### src/rtl/disp_pkg.sv
// Shared types and segment codes for the 7-segment scan display.
// Segment codes are active-low, bit order {g,f,e,d,c,b,a}.
package disp_pkg;

  typedef enum logic {
    LOAD = 1'b0,
    SHOW = 1'b1
  } state_t;

  localparam logic [6:0] SEG_0     = 7'h40;
  localparam logic [6:0] SEG_1     = 7'h79;
  localparam logic [6:0] SEG_2     = 7'h24;
  localparam logic [6:0] SEG_3     = 7'h30;
  localparam logic [6:0] SEG_4     = 7'h19;
  localparam logic [6:0] SEG_5     = 7'h12;
  localparam logic [6:0] SEG_6     = 7'h02;
  localparam logic [6:0] SEG_7     = 7'h78;
  localparam logic [6:0] SEG_8     = 7'h00;
  localparam logic [6:0] SEG_9     = 7'h10;
  localparam logic [6:0] SEG_A     = 7'h08;
  localparam logic [6:0] SEG_B     = 7'h03;
  localparam logic [6:0] SEG_C     = 7'h46;
  localparam logic [6:0] SEG_D     = 7'h21;
  localparam logic [6:0] SEG_E     = 7'h06;
  localparam logic [6:0] SEG_F     = 7'h0E;
  localparam logic [6:0] SEG_BLANK = 7'h7F;

endpackage

### src/rtl/disp_scan_if.sv
// Valid/ready result stream feeding the display stage.
interface disp_scan_if #(
  parameter int DATA_W = 8
);
  logic              in_valid;
  logic [DATA_W-1:0] in_data;
  logic              in_ready;

  modport master (output in_valid, output in_data, input in_ready);
  modport slave  (input in_valid, input in_data, output in_ready);
endinterface

### src/rtl/disp_scan_hex_to_7seg.sv
// Combinational nibble to active-low 7-segment code decoder.
module hex_to_7seg
  import disp_pkg::*;
(
  input  logic [3:0] nibble,
  output logic [6:0] seg
);

  always_comb begin
    seg = SEG_BLANK;
    case (nibble)
      4'h0: seg = SEG_0;
      4'h1: seg = SEG_1;
      4'h2: seg = SEG_2;
      4'h3: seg = SEG_3;
      4'h4: seg = SEG_4;
      4'h5: seg = SEG_5;
      4'h6: seg = SEG_6;
      4'h7: seg = SEG_7;
      4'h8: seg = SEG_8;
      4'h9: seg = SEG_9;
      4'hA: seg = SEG_A;
      4'hB: seg = SEG_B;
      4'hC: seg = SEG_C;
      4'hD: seg = SEG_D;
      4'hE: seg = SEG_E;
      4'hF: seg = SEG_F;
      default: seg = SEG_BLANK;
    endcase
  end

endmodule

### src/rtl/disp_scan.sv
// Captures NUM_VAL results, then scans them as hex digits on a
// common-anode 7-segment array until the next reset.
//
// state | meaning
// LOAD  | accepting results into the buffer, display blank
// SHOW  | buffer frozen, digits multiplexed every REFRESH_DIV cycles
module disp_scan
  import disp_pkg::*;
#(
  parameter int DATA_W      = 8,
  parameter int NUM_VAL     = 4,
  parameter int NUM_DIG     = NUM_VAL * DATA_W / 4,
  parameter int REFRESH_DIV = 100000
) (
  input  logic               clk,
  input  logic               rst,
  disp_scan_if.slave         in_bus,
  output logic               done,
  output logic [NUM_DIG-1:0] an,
  output logic [6:0]         seg,
  output logic               dp
);

  localparam int PTR_W = (NUM_VAL > 1) ? $clog2(NUM_VAL) : 1;
  localparam int DIG_W = (NUM_DIG > 1) ? $clog2(NUM_DIG) : 1;
  localparam int CNT_W = $clog2(REFRESH_DIV + 1);

  state_t                   state_q, state_d;
  logic [PTR_W-1:0]         wr_ptr;
  logic [DATA_W-1:0]        val_buf [NUM_VAL];
  logic [DIG_W-1:0]         dig_idx;
  logic [CNT_W-1:0]         ref_cnt;
  logic                     xfer;
  logic                     last_xfer;
  logic                     ref_tc;
  logic [NUM_VAL*DATA_W-1:0] flat;
  logic [3:0]               nibble;
  logic [6:0]               seg_code;

  assign in_bus.in_ready = (state_q == LOAD) && !rst;
  assign xfer            = in_bus.in_valid && in_bus.in_ready;
  assign last_xfer       = xfer && (wr_ptr == PTR_W'(NUM_VAL - 1));
  assign ref_tc          = (ref_cnt == CNT_W'(REFRESH_DIV - 1));

  always_ff @(posedge clk) begin
    if (rst) state_q <= LOAD;
    else     state_q <= state_d;
  end

  always_comb begin
    state_d = state_q;
    case (state_q)
      LOAD:    if (last_xfer) state_d = SHOW;
      SHOW:    state_d = SHOW;
      default: state_d = LOAD;
    endcase
  end

  always_ff @(posedge clk) begin
    if (rst) begin
      wr_ptr <= '0;
      done   <= 1'b0;
      for (int i = 0; i < NUM_VAL; i++) val_buf[i] <= '0;
    end else if (xfer) begin
      val_buf[wr_ptr] <= in_bus.in_data;
      wr_ptr          <= wr_ptr + PTR_W'(1);
      if (last_xfer) done <= 1'b1;
    end
  end

  always_ff @(posedge clk) begin
    if (rst) begin
      ref_cnt <= '0;
      dig_idx <= '0;
    end else if (state_q == SHOW) begin
      if (ref_tc) begin
        ref_cnt <= '0;
        dig_idx <= (dig_idx == DIG_W'(NUM_DIG - 1)) ? '0 : dig_idx + DIG_W'(1);
      end else begin
        ref_cnt <= ref_cnt + CNT_W'(1);
      end
    end
  end

  // Flattened buffer: digit n is nibble n, so buf[k] low nibble lands on digit 2k.
  always_comb begin
    flat = '0;
    for (int i = 0; i < NUM_VAL; i++) flat[i*DATA_W +: DATA_W] = val_buf[i];
  end

  assign nibble = flat[int'(dig_idx)*4 +: 4];

  hex_to_7seg u_hex (
    .nibble (nibble),
    .seg    (seg_code)
  );

  always_ff @(posedge clk) begin
    if (rst || (state_q != SHOW)) begin
      an  <= '1;
      seg <= SEG_BLANK;
      dp  <= 1'b1;
    end else begin
      an  <= ~(NUM_DIG'(1) << dig_idx);
      seg <= seg_code;
      // Point marks the start of each value except the rightmost one.
      dp  <= !(!dig_idx[0] && (dig_idx != '0));
    end
  end

endmodule

### src/flat_wrapper.sv
// flat-port wrapper written by rule: the top's interface ports become plain ports
module disp_scan_flat import disp_pkg::*;
#(
  parameter int DATA_W      = 8,
  parameter int NUM_VAL     = 4,
  parameter int NUM_DIG     = NUM_VAL * DATA_W / 4,
  parameter int REFRESH_DIV = 100000
)
  (clk, rst, done, an, seg, dp, in_bus_in_valid, in_bus_in_data, in_bus_in_ready);
  disp_scan_if #(.DATA_W(DATA_W)) in_bus_i ();
  input  logic clk;
  input  logic rst;
  output logic done;
  output logic [NUM_DIG-1:0] an;
  output logic [6:0] seg;
  output logic dp;
  input wire logic [$bits(in_bus_i.in_valid)-1:0] in_bus_in_valid;
  input wire logic [$bits(in_bus_i.in_data)-1:0] in_bus_in_data;
  output wire logic [$bits(in_bus_i.in_ready)-1:0] in_bus_in_ready;
  assign in_bus_i.in_valid = in_bus_in_valid;
  assign in_bus_i.in_data = in_bus_in_data;
  assign in_bus_in_ready = in_bus_i.in_ready;
  disp_scan #(.DATA_W(DATA_W), .NUM_VAL(NUM_VAL), .NUM_DIG(NUM_DIG), .REFRESH_DIV(REFRESH_DIV)) u_core (.clk(clk), .rst(rst), .in_bus(in_bus_i), .done(done), .an(an), .seg(seg), .dp(dp));
endmodule
### config.mk
export PLATFORM = sky130hd
export DESIGN_NAME = disp_scan_flat
export DESIGN_NICKNAME = d
export VERILOG_FILES = /design/src/rtl/disp_pkg.sv /design/src/rtl/disp_scan_if.sv /design/src/rtl/disp_scan_hex_to_7seg.sv /design/src/rtl/disp_scan.sv /design/src/flat_wrapper.sv
export SDC_FILE = /design/constraint.sdc
export NUM_CORES = 1
export LEC_CHECK = 0
export CORE_ASPECT_RATIO = 2
export CORE_UTILIZATION = 40
export DETAILED_ROUTE_END_ITERATION = 16
export GPL_ROUTABILITY_DRIVEN = 0
export PLACE_DENSITY = 0.65
export SYNTH_ARGS = -nofsm -noshare
export SYNTH_HDL_FRONTEND = slang
export SYNTH_SLANG_ARGS = --single-unit
### constraint.sdc
create_clock -name clk -period 2.9 [get_ports clk]
set_input_delay 0.29 -clock clk [delete_from_list [all_inputs] [get_ports clk]]
set_output_delay 0.29 -clock clk [all_outputs]
set_load 0.02 [all_outputs]
== Word-level counts from Yosys, hierarchy flattened ==
Memory sizes are Yosys's and may differ from the RTL's. A register that Yosys moved wholly into a read port is not among the register bits.
Cells that the tools add are included.

* Bits in writable memories: 32
* Bits in registers: 33
* Bits of input ports: 11
* Memory bits (read-only): 112
* Logic and storage cells: 43
* Output and inout bits: 18
* Memories kept: 2
* Bits in latches: 0

* Bitwise logic cells: 2
* $lt $le $gt $ge: 0
* Eq/ne operators: 3
* Add/sub/neg operators: 3
* Div/mod/pow operators: 0
* Multiply operators: 0
* Shift-type cells: 2
* Reduce and logical (&&, ||, !) cells: 12
* Mux-type cells: 12

{| class="wikitable"
|+ Memory list
! name !! depth !! bits a word !! rd ports !! clocked after Yosys merged registers in !! wr ports !! line !! text
|-
| (name not given) || 16 || 7 || 1 || 1 || 0 || disp_scan_hex_to_7seg.sv:11 || <nowiki>case (nibble)</nowiki>
|-
| u_core.val_buf || 4 || 8 || 4 || 0 || 4 || disp_scan.sv:30 || <nowiki>logic [DATA_W-1:0] val_buf [NUM_VAL];</nowiki>
|}

{| class="wikitable"
|+ Operator list
! operator !! count
|-
| $shiftx A32 B6 Y4 || 1
|-
| $add A17 B1 Y17 const B || 1
|-
| $eq A17 B17 Y1 const B || 1
|-
| $mux W17 || 1
|-
| $mux W8 || 1
|-
| $not A8 Y8 || 1
|-
| $reduce_or A8 Y1 || 1
|-
| $shl A1 B3 Y8 const A || 1
|-
| $mux W1 || 7
|-
| $logic_and A1 B1 Y1 || 4
|-
| $reduce_and A2 Y1 || 2
|-
| $add A3 B1 Y3 const B || 1
|-
| $eq A3 B3 Y1 const B || 1
|-
| $logic_not A1 Y1 || 3
|-
| $mux W3 || 1
|-
| $reduce_bool A3 Y1 || 1
|-
| $add A2 B1 Y2 const B || 1
|-
| $eq A2 B2 Y1 const B || 1
|-
| $mux W2 || 1
|-
| $pmux W1 S2 || 1
|-
| $logic_or A1 B1 Y1 || 1
|-
| $not A1 Y1 || 1
|}

== Logic depth before layout (Yosys ltp) ==
Gate-level depths: netlist of the first run.

* Depth in word-level cells: 8
* Gate-level depth with buffers: 9
* Depth with buffers taken out: 8

== Modules after synthesis ==
From an unflattened synthesis of the first run, not the netlist that was laid out.

* Cell total of the unflattened synthesis: 303
* Area, all modules: 3342.0 um2

{| class="wikitable"
|+ Modules (own cells, without submodules)
! module !! instances !! seq. area each (um2) !! cells each !! area an instance (um2)
|-
| disp_scan || 1 || 1761.7 || 271 || 3066.7
|-
| hex_to_7seg || 1 || 0.0 || 32 || 275.3
|}

== Least setup slack after synthesis of the first run ==
No wires, ideal clock.

* Path kind: register to register
* From: register u_core.dig_idx[0]
* To: register u_core.seg[0]
* Setup slack: 0.474 ns
* Library setup time: 0.123 ns
* Arrival: 2.303 ns
* Buffers on the path: 1
* Required time: 2.777 ns
* Period minus slack after synthesis: 2.426 ns
* Stages on the path, launching flop included: 9
* Cell sequence: dfxtp_1 > buf_6 > mux4_2 > mux2i_1 > inv_1 > ha_1 > a2111oi_0 > a31o_1 > a31oi_1

* Word-level cells in the longest chain between the ends: 1

{| class="wikitable"
|+ Ends and longest elaborated chain
! what !! line !! text
|-
| start, declared || disp_scan.sv:31 || <nowiki>logic [DIG_W-1:0] dig_idx;</nowiki>
|-
| start signal, assigned || disp_scan.sv:78 || <nowiki>dig_idx <= (dig_idx == DIG_W'(NUM_DIG - 1)) ? '0 : dig_idx + DIG_W'(1);</nowiki>
|-
| $shiftx A32 B6 Y4 || disp_scan.sv:91 || <nowiki>assign nibble = flat[int'(dig_idx)*4 +: 4];</nowiki>
|-
| end, declared || disp_scan.sv:20 || <nowiki>output logic [6:0] seg,</nowiki>
|}

Every way passes these cells.
A chain may end at the register's enable or synchronous reset.

== Final worst setup path of the first run ==
* From: register u_core.dig_idx[0]
* To: register u_core.seg[3]

Same word-level chain as after synthesis.

==> summary.md, run 1 <==
| Metric | Value |
|---|---|
| RSZ-0062 raised after global routing | false |
| HPWL after detailed placement | 4820 µm |
| Asr flop ratio synth | 0% |
| Worst-path fanout max | 9 |
| Combinational power share | 6.1% |
| Clock sink count | 72 |
| Mapped Area | 3280 µm² |
| Final period util | 86.5% |
| Drt first pass iters | 4 |
| IO Pins | 29 |
| Vias in the first global route | 2175 |
| Initial antenna violation count | 0 |
| Power Density | 563 nW/µm² |
| Post-CTS setup buffers | 0 |
| Syn avg cell area | 11.1 µm² |
| Die height | 130 µm |
| Crit end category | register |
| Area Overhead vs Synth | 20.2% |
| MaxCap Viol Count | 0 |
| Final net count | 356 |
| Post-route ant nets | 0 |
| H-tree Lvls | 3 |
| Die X | 66.1 µm |
| Fmax | 399 MHz |
| Clock power share | 44.1% |
| Clock-pin slew on the worst setup and hold paths | 60 ps |
| Grt total ovfl | 0 |
| CTS tree | built |
| Synth area leaders | edfxtp_1 (29%), dfxtp_1 (24%), and2_1 (5.0%), ha_1 (5.0%), nor2_1 (3.3%) |
| Clk_skew | 5.05 ps |
| Worst EP arrival | 2690 ps |
| Internal cell power | 1.72 mW |
| CTS buffer count | 9 |
| Switching share of power | 22.5% |
| Outcome | finished, final reports clean |
| I/O Buffers | 28 |
| Count leader, synth | dfxtp_1 |
| # resized after CTS | 0 |
| Count of antenna diodes in the layout | 0 |
| CP most frequent cell | inv_1 |
| Lkg Pwr | 1.50 nW |
| Commonest cells post-synth | dfxtp_1 (40), edfxtp_1 (32), nor2_1 (29) |
| Drt total wl | 6310 µm |
| Reg power frac | 49.9% |
| GRT Resource Usage Total | 16.7% |
| Critical Path Start Type | register |
| Post-synth EDFFs | 32 |
| Clock Root Buffer | clkbuf_16 |
| First-pass GRT wire length | 10200 µm |
| CP max stage delay | 620 ps |
| Share of cells above drive strength 1 | 10.7% |
| Hold Path Class | register to register |
| Final setup viols | 0 |
| CORE AREA | 7940 µm² |
| Clock Latency Late Sink | 340 ps |
| Setup TNS | 0 ps |
| Critical path's slowest cell | dfxtp_1 |
| Worst slew pin tran | 783 ps |
| DR iter-0 viols | 149 |
| Slew Limit Headroom | 47.7% |
| Hold WS | 473 ps |
| NetSw | 500 µW |
| Largest net degree at the start of global routing | 16 |
| Initial Utilization | 41.3% |
| Die Area | 8600 µm² |
| Synth Flop Type | dfxtp_1 |
| Slew Limit Fails | 0 |
| Seq cells post-synth | 72 |
| Count of different cell masters after synthesis | 41 |
| DR DRC count | 0 |
| Fin crit period | 2510 ps |
| CP Cell Sequence | mux4_2 -> mux2i_1 -> buf_4 -> inv_1 -> ha_1 -> inv_1 -> a21oi_1 -> a2111oi_0 -> a31oi_1 |
| Register area share after synthesis | 53.7% |
| Post-synth top area cell | edfxtp_1 |
| Net Count, Synth | 320 |
| Top cell type's share of synthesized area | 29.3% |
| Clock buffer depth | 2 |
| Syn Inst Count | 296 |
| Wirelength per Cell | 14.6 µm |
| DR vias/cell | 5.15 |
| Setup CP Type | register to register |
| Final Hold Viols | 0 |
| Via count | 2228 |
| FP Rows | 46 |
| Peak VDD IR | 0.000365 V |
| Hold Buf Count CTS | 0 |
| Req. time, crit path | 3090 ps |
| Syn. warnings | 0 |
[registers in the layout, summed over array words and instances (netlist names)]
signal and count:
u_core.val_buf 32, u_core.ref_cnt 17, u_core.an 8, u_core.seg 7
u_core.dig_idx 3, u_core.wr_ptr 2, u_core.done 1, u_core.dp 1
u_core.state_q 1
[per-layer routing]
metal  vias up  share of wire (%)  GRT usage [%]
met5         -                  0              0
met4         0                3.4           10.4
met3        14                3.4           4.72
met2        46                 58           31.7
met1      1053                 35           14.8
li1       1115                  -              -
[critical path: cells and delay by family, from the launching register on]
kind | cells | cell delay, ps
mux | 2 | 700
buf+inv | 3 | 290
flops | 1 | 620
compound gates | 3 | 540
fa+ha+maj | 1 | 210
[cells by family (layout without fill, tap and decap cells)]
logic type                 after synthesis  in the layout  synth area share, %
muxes                                   17             17                 8.27
and+or+nand+nor                        133            133                 20.6
xor gates and xnor gates                16             16                 4.27
adders and majority gates               13             13                 4.95
buffers and inverters                   20             61                 2.90
AOI/OAI and AO/OA                       25             25                 5.37
DFF                                     72             72                 53.7
[cell usage in the layout (no fill, tap or decap), types with 3 or more instances in the layout]
master | netlist | routed
a31oi_1 | 3 | 3
mux2i_1 | 8 | 8
clkinv_2 | 0 | 3
and2_1 | 26 | 26
nand4_1 | 6 | 6
clkbuf_16 | 0 | 9
dfxtp_1 | 40 | 40
o21ai_0 | 5 | 5
and3_1 | 8 | 8
nor2b_1 | 3 | 3
xnor2_1 | 6 | 6
buf_4 | 0 | 8
clkinv_1 | 1 | 3
clkdlybuf4s50_1 | 0 | 28
ha_1 | 13 | 13
nand2b_1 | 6 | 6
nand3_1 | 14 | 14
nand2_1 | 26 | 26
edfxtp_1 | 32 | 32
nor4_1 | 3 | 3
inv_1 | 8 | 8
o221ai_1 | 3 | 3
mux4_2 | 4 | 4
nor3_1 | 4 | 4
a21oi_1 | 5 | 5
or2_2 | 4 | 4
xor2_1 | 10 | 10
nor2_1 | 29 | 29
[final cells by class]
cell class,instances,area [µm²]
Tap cell,96,120
Fill cell,739,4000
Multi-Input combinational cell,204,1430
Clock inverter,7,38.8
Sequential cell,72,1760
Inverter,9,33.8
Timing Repair Buffer,36,340
Clock buffer,9,225
[stage by stage]
stage / power, mW / util (%) / cells / instance area [µm²] / setup slack, ps
2_1_floorplan: 1.21 / - / 296 / 3280 / 474
3_3_place_gp: 1.26 / 46.4 / 417 / 3680 / 449
3_5_place_dp: 1.26 / 46.4 / 417 / 3680 / 405
4_1_cts: 2.23 / 49.7 / 433 / 3950 / 395
5_1_grt: 2.29 / 49.7 / 433 / 3950 / 152
6_report: 2.22 / 49.7 / 433 / 3950 / 391
[power by group through the flow]
stage          registers, mW  clock network, mW  logic, mW
6_report                1.11              0.979      0.135
5_1_grt                 1.11               1.04      0.148
4_1_cts                 1.11              0.991      0.136
3_5_place_dp            1.13                  0      0.135
3_3_place_gp            1.13                  0      0.132
2_1_floorplan           1.12                  0     0.0864
[final timing paths]
path	from	to	slack, ps	cells after the start
worst max-delay path	u_core.dig_idx[0]$_SDFFE_PP0P_	u_core.seg[3]$_SDFF_PP1_	390	9
worst min-delay path	u_core.done$_SDFFE_PP0P_	u_core.done$_SDFFE_PP0P_	470	2
worst max register to register	u_core.dig_idx[0]$_SDFFE_PP0P_	u_core.seg[3]$_SDFF_PP1_	390	9
worst min register to register	u_core.done$_SDFFE_PP0P_	u_core.done$_SDFFE_PP0P_	470	2
Power figures use the tool's default switching activity.
==> inputs of run 2 (changes only) <==
--- a/config.mk
+++ b/config.mk
@@ -5,11 +5,12 @@
 export SDC_FILE = /design/constraint.sdc
 export NUM_CORES = 1
 export LEC_CHECK = 0
+export CAP_MARGIN = 20
 export CORE_ASPECT_RATIO = 2
-export CORE_UTILIZATION = 40
+export CORE_UTILIZATION = 55
 export DETAILED_ROUTE_END_ITERATION = 16
 export GPL_ROUTABILITY_DRIVEN = 0
-export PLACE_DENSITY = 0.65
+export PLACE_DENSITY = 0.83
 export SYNTH_ARGS = -nofsm -noshare
 export SYNTH_HDL_FRONTEND = slang
 export SYNTH_SLANG_ARGS = --single-unit
==> run 2 against run 1 <==
Global-route usage is 5.9 points higher; final area fell by 0.48%; largest cell class unchanged; first-iteration DRC count is 34% lower; power grew 3.6%; wire length rose by 1.3%; setup slack gained 100 ps.
==> summary.md, run 2 (synthesized netlist as in run 1, its figures left out) <==
| Metric | Value |
|---|---|
| Hold Buf Count CTS | 0 (unchanged) |
| First-pass GRT wire length | 10600 µm (+3.9%) |
| Critical path's slowest cell | mux4_2 |
| Peak VDD IR | 0.000804 V (+120%) |
| Final period util | 83.0% (-3.5 points) |
| Fmax | 415 MHz (+4.2%) |
| Drt total wl | 6390 µm (+1.3%) |
| MaxCap Viol Count | 0 (unchanged) |
| Die Area | 6300 µm² (-27%) |
| Initial antenna violation count | 0 (unchanged) |
| Vias in the first global route | 2316 (+6.5%) |
| Most flops, register | u_core.val_buf |
| DR vias/cell | 5.63 (+9.4%) |
| Final net count | 356 (unchanged) |
| DR DRC count | 0 (unchanged) |
| GRT Resource Usage Total | 22.6% (+5.9 points) |
| Clock buffer depth | 2 (unchanged) |
| IO Pins | 29 (unchanged) |
| CP max stage delay | 540 ps (-80 ps) |
| Clk_skew | 5.38 ps (+0.331 ps) |
| Crit end category | register |
| CTS tree | built |
| Dpl ws | 569 ps (+164 ps) |
| CTS buffer count | 9 (unchanged) |
| Hold Path Class | register to register |
| Share of cells above drive strength 1 | 10.1% (-0.59 points) |
| Clock sink count | 72 (unchanged) |
| CP Cell Sequence | mux4_2 -> mux2i_1 -> buf_4 -> inv_1 -> ha_1 -> a2111oi_0 -> a31o_1 -> a31oi_1 |
| H-tree Lvls | 3 (unchanged) |
| GR Util met2 | 42.4% (+11 points) |
| Leading cell types in the layout, fill and taps excluded | dfxtp_1 (40), edfxtp_1 (32), nor2_1 (29) |
| HPWL after detailed placement | 4760 µm (-1.3%) |
| Switching share of power | 20.4% (-2.1 points) |
| Post-route ant nets | 0 (unchanged) |
| Largest regs | u_core.val_buf: 32 flops, u_core.ref_cnt: 17 flops, u_core.an: 8 flops |
| Internal cell power | 1.83 mW (+6.4%) |
| Combinational power share | 5.9% (-0.2 points) |
| I/O Buffers | 28 (unchanged) |
| Fin crit period | 2410 ps (-101 ps) |
| Req. time, crit path | 3100 ps (about the same) |
| Dpl cells | 382 (-8.4%) |
| Clock power share | 46.0% (+1.9 points) |
| Clock Latency Late Sink | 330 ps (about the same) |
| Final instance area | 3930 µm² (-0.48%) |
| Worst-path fanout max | 6 (-3) |
| Met3 Use GR | 6.42% (+1.7 points) |
| Met1 Use GR | 20.3% (+5.5 points) |
| Final WS setup | 492 ps (+101 ps) |
| FP Rows | 39 (-15%) |
| Die X | 56.6 µm (-14%) |
| Setup TNS | 0 ps (unchanged) |
| Dpl cell area | 3640 µm² (-1.2%) |
| Initial Utilization | 57.5% (+16 points) |
| RSZ-0062 raised after global routing | false |
| Outcome | finished, final reports clean |
| Clock Root Buffer | clkbuf_16 |
| Post-CTS setup buffers | 0 (unchanged) |
| Largest net degree at the start of global routing | 16 (unchanged) |
| Slew Limit Headroom | 49.6% (+1.9 points) |
| CORE AREA | 5710 µm² (-28%) |
| Worst slew pin tran | 754 ps (-28.6 ps) |
| Grt total ovfl | 0 (unchanged) |
| Via count | 2241 (+0.58%) |
| Final Non-Filler Cells | 398 (-8.1%) |
| Grt peak-use layer | met2 |
| Clock-pin slew on the worst setup and hold paths | 50 ps (about the same) |
| Setup CP Type | register to register |
| Count of antenna diodes in the layout | 0 (unchanged) |
| # resized after CTS | 0 (unchanged) |
| Lkg Pwr | 1.51 nW (+0.89%) |
| Wirelength per Cell | 16.1 µm (+10%) |
| Final Hold Viols | 0 (unchanged) |
| DR iter-0 viols | 98 (-34%) |
| Commonest non-fill, non-tap cell in the layout | dfxtp_1 |
| Reg power frac | 48.1% (-1.8 points) |
| Slew Limit Fails | 0 (unchanged) |
| Area Overhead vs Synth | 19.6% |
| Core Util, Final | 68.8% (+19 points) |
| Die height | 111 µm (-14%) |
| NetSw | 469 µW (-6.1%) |
| Final setup viols | 0 (unchanged) |
| Power Density | 586 nW/µm² (+4.1%) |
| Critical Path Start Type | register |
| Worst EP arrival | 2610 ps (-80 ps) |
| Number of flip-flops under the largest register name | 32 (unchanged) |
| Drt first pass iters | 4 (unchanged) |
run 2: layout make-up:
type / instances / area [µm²]
clock buffers: 11 / 243
clock inverters: 5 / 46.3
fillers: 431 / 1780
inverters: 9 / 33.8
multi-input cells: 204 / 1430
flip-flops and latches: 72 / 1760
well taps: 61 / 76.3
repair buffers: 36 / 340
run 2: metal layers:
metal | wire length, µm | vias up
met5 | 0 | -
met4 | 192 | 0
met3 | 197 | 18
met2 | 3760 | 58
met1 | 2240 | 1050
li1 | - | 1115
run 2: critical path, delay by kind of cell (launching register included):
kind	cells	cell delay, ps
fa+ha+maj	1	250
buf+inv	2	240
flops	1	480
compound gates	3	620
mux	2	690
run 2: worst paths after layout:
path                               to                      startpoint  slack (ps)  depth (start not counted)
max          u_core.seg[0]$_SDFF_PP1_  u_core.dig_idx[0]$_SDFFE_PP0P_         490                          8
min          u_core.done$_SDFFE_PP0P_        u_core.done$_SDFFE_PP0P_         460                          2
max reg2reg  u_core.seg[0]$_SDFF_PP1_  u_core.dig_idx[0]$_SDFFE_PP0P_         490                          8
min reg2reg  u_core.done$_SDFFE_PP0P_        u_core.done$_SDFFE_PP0P_         460                          2
run 2: power by group through the flow:
stage / combinational [mW] / sequential (mW) / clock (mW)
detailed placement: 0.135 / 1.13 / 0
global placement: 0.130 / 1.13 / 0
global route: 0.149 / 1.11 / 1.11
CTS: 0.137 / 1.11 / 1.08
finish: 0.137 / 1.11 / 1.06
floorplan: 0.0864 / 1.12 / 0
run 2: stage by stage:
stage               power (mW)  hold WS, ps
finish                    2.30          463
global placement          1.26          461
CTS                       2.32          470
global route              2.37          504
floorplan                 1.21          470
detailed placement        1.26          458
